`src/rtl/wb_retire_stage_if.sv`:
```
// Bundle between the memory-access stage / decode and the write-back/retire stage.
// master = upstream pipeline side, slave = wb_retire_stage.
interface wb_retire_stage_if #(
    parameter int DATA      = 32,
    parameter int REG_ADDR  = 5,
    parameter int CNT_WIDTH = 32
);
    logic                 valid_in;
    logic [5:0]           opcode_in;
    logic                 reg_write_in;
    logic                 mem_to_reg_in;
    logic [REG_ADDR-1:0]  dest_reg_in;
    logic [DATA-1:0]      mem_data_in;
    logic [DATA-1:0]      alu_data_in;
    logic [REG_ADDR-1:0]  rs_addr;
    logic [REG_ADDR-1:0]  rt_addr;
    logic [DATA-1:0]      rs_data;
    logic [DATA-1:0]      rt_data;
    logic                 wb_valid;
    logic [REG_ADDR-1:0]  wb_reg;
    logic [DATA-1:0]      wb_data;
    logic                 wb_we;
    logic                 halted;
    logic [CNT_WIDTH-1:0] arith_count;
    logic [CNT_WIDTH-1:0] logic_count;
    logic [CNT_WIDTH-1:0] mem_count;
    logic [CNT_WIDTH-1:0] ctrl_count;
    logic [CNT_WIDTH-1:0] total_count;

    modport master (
        output valid_in, opcode_in, reg_write_in, mem_to_reg_in, dest_reg_in,
               mem_data_in, alu_data_in, rs_addr, rt_addr,
        input  rs_data, rt_data, wb_valid, wb_reg, wb_data, wb_we, halted,
               arith_count, logic_count, mem_count, ctrl_count, total_count
    );

    modport slave (
        input  valid_in, opcode_in, reg_write_in, mem_to_reg_in, dest_reg_in,
               mem_data_in, alu_data_in, rs_addr, rt_addr,
        output rs_data, rt_data, wb_valid, wb_reg, wb_data, wb_we, halted,
               arith_count, logic_count, mem_count, ctrl_count, total_count
    );
endinterface

```
`src/rtl/wb_retire_stage.sv`:
```
// MIPS-Lite write-back/retire stage: MEM/WB register, 32-entry register file
// with bypassed read ports, retired-instruction statistics and halt tracking.
//
// state      | meaning
// st_run     | retiring instructions normally
// st_halted  | HALT has retired; frozen until rst
module wb_retire_stage #(
    parameter int DATA      = 32,
    parameter int REG_ADDR  = 5,
    parameter int CNT_WIDTH = 32
) (
    input  logic              clock,
    input  logic              rst,
    wb_retire_stage_if.slave  bus
);
    localparam int NREGS = 2 ** REG_ADDR;
    localparam logic [5:0] OP_HALT = 6'h11;

    typedef enum logic {
        st_run,
        st_halted
    } state_t;

    state_t state, state_nxt;

    logic [DATA-1:0]      regfile [NREGS];
    logic                 wb_valid;
    logic [REG_ADDR-1:0]  wb_reg;
    logic [DATA-1:0]      wb_data;
    logic                 wb_we;
    logic [5:0]           wb_opcode;
    logic [CNT_WIDTH-1:0] arith_count, logic_count, mem_count, ctrl_count, total_count;

    logic halted;
    logic accept;
    logic is_arith, is_logic, is_mem, is_ctrl, is_halt;

    always_ff @(posedge clock) begin
        if (rst) state <= st_run;
        else     state <= state_nxt;
    end

    always_comb begin
        state_nxt = state;
        halted    = 1'b0;
        case (state)
            st_run: begin
                if (wb_valid && is_halt) state_nxt = st_halted;
            end
            st_halted: begin
                halted = 1'b1;
            end
            default: state_nxt = st_run;
        endcase
    end

    // A HALT sitting in MEM/WB already blocks the next instruction, one cycle
    // before halted itself rises.
    assign accept = bus.valid_in && !halted && !(wb_valid && wb_opcode == OP_HALT);

    always_comb begin
        is_arith = 1'b0;
        is_logic = 1'b0;
        is_mem   = 1'b0;
        is_ctrl  = 1'b0;
        is_halt  = 1'b0;
        case (wb_opcode) inside
            [6'h00:6'h05]: is_arith = 1'b1;
            [6'h06:6'h0B]: is_logic = 1'b1;
            [6'h0C:6'h0D]: is_mem   = 1'b1;
            [6'h0E:6'h10]: is_ctrl  = 1'b1;
            OP_HALT:       is_halt  = 1'b1;
            default:       ;
        endcase
    end

    always_ff @(posedge clock) begin
        if (rst) begin
            wb_valid  <= 1'b0;
            wb_reg    <= '0;
            wb_data   <= '0;
            wb_we     <= 1'b0;
            wb_opcode <= '0;
        end else begin
            wb_valid <= accept;
            if (accept) begin
                wb_data   <= bus.mem_to_reg_in ? bus.mem_data_in : bus.alu_data_in;
                wb_reg    <= bus.dest_reg_in;
                wb_we     <= bus.reg_write_in && (bus.dest_reg_in != '0);
                wb_opcode <= bus.opcode_in;
            end
        end
    end

    always_ff @(posedge clock) begin
        if (rst) begin
            for (int i = 0; i < NREGS; i++) regfile[i] <= '0;
            arith_count <= '0;
            logic_count <= '0;
            mem_count   <= '0;
            ctrl_count  <= '0;
            total_count <= '0;
        end else if (wb_valid) begin
            if (wb_we) regfile[wb_reg] <= wb_data;
            total_count <= total_count + CNT_WIDTH'(1);
            if (is_arith) arith_count <= arith_count + CNT_WIDTH'(1);
            if (is_logic) logic_count <= logic_count + CNT_WIDTH'(1);
            if (is_mem)   mem_count   <= mem_count   + CNT_WIDTH'(1);
            if (is_ctrl)  ctrl_count  <= ctrl_count  + CNT_WIDTH'(1);
        end
    end

    // Commit happens at the end of the cycle, so decode sees the pending value now.
    always_comb begin
        if (bus.rs_addr == '0)
            bus.rs_data = '0;
        else if (wb_valid && wb_we && bus.rs_addr == wb_reg)
            bus.rs_data = wb_data;
        else
            bus.rs_data = regfile[bus.rs_addr];

        if (bus.rt_addr == '0)
            bus.rt_data = '0;
        else if (wb_valid && wb_we && bus.rt_addr == wb_reg)
            bus.rt_data = wb_data;
        else
            bus.rt_data = regfile[bus.rt_addr];
    end

    assign bus.wb_valid    = wb_valid;
    assign bus.wb_reg      = wb_reg;
    assign bus.wb_data     = wb_data;
    assign bus.wb_we       = wb_we;
    assign bus.halted      = halted;
    assign bus.arith_count = arith_count;
    assign bus.logic_count = logic_count;
    assign bus.mem_count   = mem_count;
    assign bus.ctrl_count  = ctrl_count;
    assign bus.total_count = total_count;
endmodule

```
`src/flat_wrapper.sv`:
```
// flat-port wrapper written by rule: the top's interface ports become plain ports
module wb_retire_stage_flat 
#(
    parameter int DATA      = 32,
    parameter int REG_ADDR  = 5,
    parameter int CNT_WIDTH = 32
)
  (clock, rst, bus_valid_in, bus_opcode_in, bus_reg_write_in, bus_mem_to_reg_in, bus_dest_reg_in, bus_mem_data_in, bus_alu_data_in, bus_rs_addr, bus_rt_addr, bus_rs_data, bus_rt_data, bus_wb_valid, bus_wb_reg, bus_wb_data, bus_wb_we, bus_halted, bus_arith_count, bus_logic_count, bus_mem_count, bus_ctrl_count, bus_total_count);
  wb_retire_stage_if #(.DATA(DATA), .REG_ADDR(REG_ADDR), .CNT_WIDTH(CNT_WIDTH)) bus_i ();
  input  logic clock;
  input  logic rst;
  input wire logic [$bits(bus_i.valid_in)-1:0] bus_valid_in;
  input wire logic [$bits(bus_i.opcode_in)-1:0] bus_opcode_in;
  input wire logic [$bits(bus_i.reg_write_in)-1:0] bus_reg_write_in;
  input wire logic [$bits(bus_i.mem_to_reg_in)-1:0] bus_mem_to_reg_in;
  input wire logic [$bits(bus_i.dest_reg_in)-1:0] bus_dest_reg_in;
  input wire logic [$bits(bus_i.mem_data_in)-1:0] bus_mem_data_in;
  input wire logic [$bits(bus_i.alu_data_in)-1:0] bus_alu_data_in;
  input wire logic [$bits(bus_i.rs_addr)-1:0] bus_rs_addr;
  input wire logic [$bits(bus_i.rt_addr)-1:0] bus_rt_addr;
  output wire logic [$bits(bus_i.rs_data)-1:0] bus_rs_data;
  output wire logic [$bits(bus_i.rt_data)-1:0] bus_rt_data;
  output wire logic [$bits(bus_i.wb_valid)-1:0] bus_wb_valid;
  output wire logic [$bits(bus_i.wb_reg)-1:0] bus_wb_reg;
  output wire logic [$bits(bus_i.wb_data)-1:0] bus_wb_data;
  output wire logic [$bits(bus_i.wb_we)-1:0] bus_wb_we;
  output wire logic [$bits(bus_i.halted)-1:0] bus_halted;
  output wire logic [$bits(bus_i.arith_count)-1:0] bus_arith_count;
  output wire logic [$bits(bus_i.logic_count)-1:0] bus_logic_count;
  output wire logic [$bits(bus_i.mem_count)-1:0] bus_mem_count;
  output wire logic [$bits(bus_i.ctrl_count)-1:0] bus_ctrl_count;
  output wire logic [$bits(bus_i.total_count)-1:0] bus_total_count;
  assign bus_i.valid_in = bus_valid_in;
  assign bus_i.opcode_in = bus_opcode_in;
  assign bus_i.reg_write_in = bus_reg_write_in;
  assign bus_i.mem_to_reg_in = bus_mem_to_reg_in;
  assign bus_i.dest_reg_in = bus_dest_reg_in;
  assign bus_i.mem_data_in = bus_mem_data_in;
  assign bus_i.alu_data_in = bus_alu_data_in;
  assign bus_i.rs_addr = bus_rs_addr;
  assign bus_i.rt_addr = bus_rt_addr;
  assign bus_rs_data = bus_i.rs_data;
  assign bus_rt_data = bus_i.rt_data;
  assign bus_wb_valid = bus_i.wb_valid;
  assign bus_wb_reg = bus_i.wb_reg;
  assign bus_wb_data = bus_i.wb_data;
  assign bus_wb_we = bus_i.wb_we;
  assign bus_halted = bus_i.halted;
  assign bus_arith_count = bus_i.arith_count;
  assign bus_logic_count = bus_i.logic_count;
  assign bus_mem_count = bus_i.mem_count;
  assign bus_ctrl_count = bus_i.ctrl_count;
  assign bus_total_count = bus_i.total_count;
  wb_retire_stage #(.DATA(DATA), .REG_ADDR(REG_ADDR), .CNT_WIDTH(CNT_WIDTH)) u_core (.clock(clock), .rst(rst), .bus(bus_i));
endmodule
```
`config.mk`:
```
export PLATFORM = sky130hd
export DESIGN_NAME = wb_retire_stage_flat
export DESIGN_NICKNAME = d
export VERILOG_FILES = /design/src/rtl/wb_retire_stage_if.sv /design/src/rtl/wb_retire_stage.sv /design/src/flat_wrapper.sv
export SDC_FILE = /design/constraint.sdc
export NUM_CORES = 2
export LEC_CHECK = 0
export CORE_MARGIN = 2
export CORE_UTILIZATION = 45
export CTS_BUF_LIST = sky130_fd_sc_hd__clkbuf_8
export DETAILED_ROUTE_END_ITERATION = 16
export HOLD_SLACK_MARGIN = 0.15
export PLACE_DENSITY = 0.69
export SYNTH_ARGS = -nofsm -noshare
export SYNTH_HDL_FRONTEND = slang
export SYNTH_SLANG_ARGS = --single-unit
```
`constraint.sdc`:
```
create_clock -name clock -period 8 [get_ports clock]
set_clock_uncertainty 0.05 [all_clocks]
set_input_delay 1.6 -clock clock [delete_from_list [all_inputs] [get_ports clock]]
set_output_delay 1.6 -clock clock [all_outputs]
set_load 0.005 [all_outputs]
```
Word level (Yosys, flattened, before mapping)
Memories as Yosys holds them, arrays and structs flattened.
Cells that the tools add are included.
{"block": "classes", "add_sub_neg": 5, "n_lt_le_gt_ge": 8, "eq_ne": 3, "muxes": 32, "reduce_logical": 22}
{"cell": "2-to-1 mux 32 bit", "count": 6}
{"cell": "adder 32 x 1 -> 32 bit (second input constant)", "count": 5}
{"cell": "OR reduction 32 bit", "count": 1}
{"cell": "2-to-1 mux 1 bit", "count": 25}
{"cell": ">= comparator 6 x 4 -> 1 bit (second input constant)", "count": 2}
{"cell": "less-or-equal comparator 6 x 4 -> 1 bit (second input constant)", "count": 2}
{"cell": "logical AND 1 bit", "count": 12}
{"cell": "equality test 5 bit", "count": 2}
{"cell": "zero test 5 bit", "count": 2}
{"cell": "AND reduction 2 bit", "count": 4}
{"cell": "equality test 6 x 5 -> 1 bit (second input constant)", "count": 1}
{"cell": ">= comparator 6 x 1 -> 1 bit (second input constant)", "count": 1}
{"cell": ">= comparator 6 x 3 -> 1 bit (second input constant)", "count": 1}
{"cell": "less-or-equal comparator 6 x 3 -> 1 bit (second input constant)", "count": 1}
{"cell": "less-or-equal comparator 6 x 5 -> 1 bit (second input constant)", "count": 1}
{"cell": "2-to-1 mux 5 bit", "count": 1}
{"cell": "nonzero test 5 bit", "count": 1}
{"cell": "zero test 1 bit", "count": 2}
{"block": "totals", "regBits": 206, "ram_bits": 1024, "input_bits": 90, "wordCells": 82, "memories": 1}
{"memory": "u_core.regfile", "depth": 32, "width": 32, "read_ports": 2, "rd_clocked_by_memory_dff": 0, "wr": 32, "line": "wb_retire_stage.sv:26", "rtl": "logic [DATA-1:0] regfile [NREGS];"}

Depth between registers and ports, before layout
{"block": "depth", "word_depth": 9, "mapped_depth": 10, "ltp_nobuf": 6}

Worst setup path before layout
Ideal clock, no wire load.
{"block": "synth_timing", "kind": "input to output", "startpoint": "input bus_rt_addr[0]", "endpoint": "output bus_rt_data[13]", "arrival_time_ns": 3.407, "required_time_ns": 6.350, "setup_slack_ns": 2.943, "stages": 9, "path_buffers": 4, "path_cell_list": "buf_2 buf_2 buf_4 buf_2 mux4_2 o22ai_1 nor3_1 nor3_1 nor2_1"}
{"block": "synth_between", "elab_chain_cells": 4}
{"item": "start, declared", "line": "flat_wrapper.sv:20", "rtl": "input wire logic [$bits(bus_i.rt_addr)-1:0] bus_rt_addr;"}
{"item": "branches (longest 3 deep; another with memory read (32 x 32 bit))"}
{"item": "2-to-1 mux 32 bit *", "line": "wb_retire_stage.sv:122", "rtl": "if (bus.rt_addr == '0)"}
{"item": "end, declared", "line": "flat_wrapper.sv:22", "rtl": "output wire logic [$bits(bus_i.rt_data)-1:0] bus_rt_data;"}
Mark *: on every way between the ends.

Worst setup path after layout
{"block": "layout_timing", "startpoint": "input bus_rt_addr[4]", "endpoint": "output bus_rt_data[31]"}
The elaborated chain is that of the path after synthesis.

==> summary.txt <==
Finish
  – Final Net Count: between 5000 and 6000
  – Multi-input logic area: ~27000 µm²
  – Max FFs per register: a little over 1000
  – Layout cells sized above 1: 20.8%
  – Reg area: 34900 µm²
  – Area growth, synth to finish: 15.0%
  – Fill cells: between 10000 and 15000
  – Largest Register: u_core.regfile
  – Final Cell Area: around 73000 µm²

Yosys
  – Top post-synthesis cells by area: edfxtp_1 48%, mux4_2 17%, and2_1 10%
  – Largest area contributor in the netlist: edfxtp_1
  – Avg Cell Area, Syn: between 10 and 15 µm²
  – Most used flip-flop cell after synthesis: edfxtp_1
  – EDFF count, synth: slightly above 1000
  – Fraction of registers with async set/reset: 0%
  – Register area share after synthesis: 54.8%
  – Syn Inst Count: approximately 4700
  – Synth top area share: 48.4%
  – Cell area after synthesis: around 64000 µm²
  – Syn. warnings: 0
  – FF+latch count, synth: ~1200
  – Syn Nets: between 4000 and 5000
  – Synth cell types: 57

Critical path
  – Startpoint types: primary input
  – Worst EP arrival: about 5.5 ns
  – Reg2reg start: u_core.bus.wb_we$_SDFFE_PP0P_
  – Critical path destination: bus_rt_data[31]
  – R2R Path End: u_core.regfile[11][0]$_SDFFCE_PN0P_
  – Worst Path Max Fanout: 20
  – Critical Path RT: 6.35 ns
  – Critical path origin: bus_rt_addr[4]
  – CP Capture Type: output port
  – R2r setup slk: about 4.1 ns
  – FF-to-FF path depth: 7
  – Crit Path Category: in -> out

Detailed routing
  – DR WL met2: 97300 µm
  – # DRC: 0
  – DR vias: between 40000 and 50000
  – Met3 wire length: roughly 28000 µm
  – Avg WL per Cell: 30.9 µm
  – DRT iter0 DRCs: about 6000
  – Vias per cell: ~6.4
  – Final WL: ~220000 µm
  – DRT met1 WL: 78700 µm
  – Post-route ant nets: 0
  – First-pass DRT Iterations: 7
  – Top Layer Used: met5

CTS
  – Post_cts resized: 0
  – # H-tree levels: 4
  – CTS Buf Count: 200
  – Clk sinks: between 1000 and 1500
  – Post-CTS Setup Inserts: 0
  – Worst skew pair latency: 0.97 ns
  – CTS root buf: clkbuf_8
  – Clock Path Buffers: 3
  – Hold bufs inserted after CTS: 0
  – CTS tree: done
  – Clk slew on worst S/H paths: roughly 0.060 ns

STA
  – Slew @ Worst Pin: approximately 1.3 ns
  – Final-report setup violation count: 0
  – Slew Viols, Final: 0
  – Setup TNS: 0 ns
  – Final Hold Vio Count: 0
  – Final period util: 88.7%
  – Rel. slew slack: approximately 9.9%
  – Final WS setup: between 0.9 and 1 ns
  – Max Fclk: 141 MHz
  – Final min period: slightly above 7 ns
  – RSZ-0062 raised after global routing: false

Placement
  – Dpl ws: between 0.8 and 0.9 ns
  – Placement Cell Area: slightly below 70000 µm²
  – Post-DP HPWL: ~140000 µm
  – Gpl congestion: 0.943
  – Port bufs: between 300 and 400

GRT
  – Vias in the first global route: between 40000 and 50000
  – Initial antenna violation count: 13
  – Overflow after GRT: 0
  – Overall Global Routing Usage: just under 30%
  – Largest net degree at the start of global routing: 168
  – First-pass GRT wire length: 308000 µm

Die
  – Die Wd: around 380 µm
  – I/O pins: between 300 and 400
  – Starting density of the core: a little under half
  – Num rows: about 140
  – Core Area: between 100000 and 150000 µm²
  – Die height: between 300 and 400 µm
  – DIE AREA: approximately 140000 µm²

Worst hold path
  – Hold Path Stages: 2
  – Worst hold path type: reg -> reg
  – Min-delay src: u_core.bus.ctrl_count[1]$_SDFFE_PP0P_

Power
  – P_leak: about 0.026 µW
  – Power Total: around 14000 µW
  – Logic pwr share: a little under an eighth
  – Maximum VDD drop: approximately 0.16 mV
  – Share of total power in the clock network: between 30% and 40%
  – P_sw: 3810 µW
  – PD cells: roughly 200 nW/µm²
  – Switching part of the total: roughly a quarter
  – Pint: 10600 µW
  – Flop pwr share: between 50% and 60%

Job
  – Max cap viols: 0

Run status
  – Status: finished clean
==> power groups by stage <==
stage	clock network (µW)	registers, µW	logic [µW]
after floorplan	0	7320	876
after global placement	0	7330	1610
after detailed placement	0	7350	1620
after CTS	5520	7220	1620
after global routing	5780	7240	1690
final	5500	7220	1650
==> cells by family after synthesis <==
logic type | after synthesis | synth area share, %
flops | 1230 | 54.8
fa+ha+maj | 5 | 0.0984
simple gates | 1799 | 16.3
mux | 594 | 19.1
compound gates | 476 | 4.96
xor+xnor | 110 | 1.52
buf+inv | 498 | 3.14
==> cells in the final DEF (no fill, tap or decap), types with 38 or more instances in the layout <==
master | synthesis | routed
a211oi_1 | 52 | 52
clkbuf_8 | 0 | 222
mux4_2 | 491 | 491
and2_1 | 1035 | 1033
dfxtp_1 | 206 | 206
mux2_2 | 44 | 44
a22oi_1 | 76 | 76
clkinv_1 | 0 | 40
nand2_1 | 103 | 103
nor3_1 | 96 | 95
nand3_1 | 71 | 71
mux2i_1 | 59 | 59
xnor2_1 | 81 | 81
o22ai_1 | 132 | 132
edfxtp_1 | 1024 | 1024
nor2_1 | 230 | 197
or3_1 | 38 | 38
or2_2 | 38 | 38
buf_4 | 7 | 159
o21ai_0 | 65 | 65
inv_1 | 37 | 102
clkdlybuf4s50_1 | 0 | 344
a21oi_1 | 80 | 80
or4_1 | 42 | 42
==> synth_stat cells, drive strengths merged (7+ instances only) <==
cell and n:
a21oi 80, or3 39, xor2 29, nand3 71, clkbuf 345, a221o 25
nand2 103, and2 1035, and3 11, buf 116, nor2b 20, nand4 34
nor4 33, mux2 44, a211oi 52, xnor2 81, o22ai 132, nand2b 7
nor2 231, o21ai 65, and4 17, mux4 491, nor3 97, edfxtp 1024
or4 43, mux2i 59, dfxtp 206, nand3b 8, a22oi 76, o221ai 22
inv 37, o31ai 15, or2 41
==> worst min path at each step <==
stage	endpoint	slack (ns)
floorplan	u_core.state$_SDFF_PP0_	0.41
finish	u_core.bus.ctrl_count[1]$_SDFFE_PP0P_	0.44
detailed placement	u_core.bus.ctrl_count[31]$_SDFFE_PP0P_	0.43
global route	u_core.bus.ctrl_count[29]$_SDFFE_PP0P_	0.48
CTS	u_core.bus.ctrl_count[31]$_SDFFE_PP0P_	0.44
global placement	u_core.bus.ctrl_count[31]$_SDFFE_PP0P_	0.42
==> routing by layer <==
layer	GRT usage, %	vias to the layer above
met3	9.68	619
met2	44.1	3157
met4	15.7	8
met5	0	-
li1	-	18400
met1	38.0	22400
==> area by class of cell <==
class	instances	area share (%)
Antenna cell	5	0.0171
Clock buffer	221	4.16
Clock inverter	147	1.18
Inverter	37	0.190
Multi-Input combinational cell	2984	36.7
Sequential cell	1230	47.7
Tap cell	1876	3.21
Timing Repair Buffer	525	6.83
==> critical path: stages <==
cell and delay [ns]:
clkdlybuf4s50_1 0.72, nand2b_1 0.16, buf_4 0.28, or2_2 0.50
o22ai_1 0.13, or4_1 0.57, o21ai_0 0.82, clkdlybuf4s50_1 0.67
==> per-stage QoR <==
step	util (%)	cells	hold WS, ns
floorplan	-	4712	0.405
global placement	49.4	6650	0.418
detailed placement	49.5	6651	0.432
CTS	52.2	7019	0.440
global route	52.3	7021	0.476
finish	52.3	7025	0.443
No activity file was read; power rests on OpenSTA's default activity.
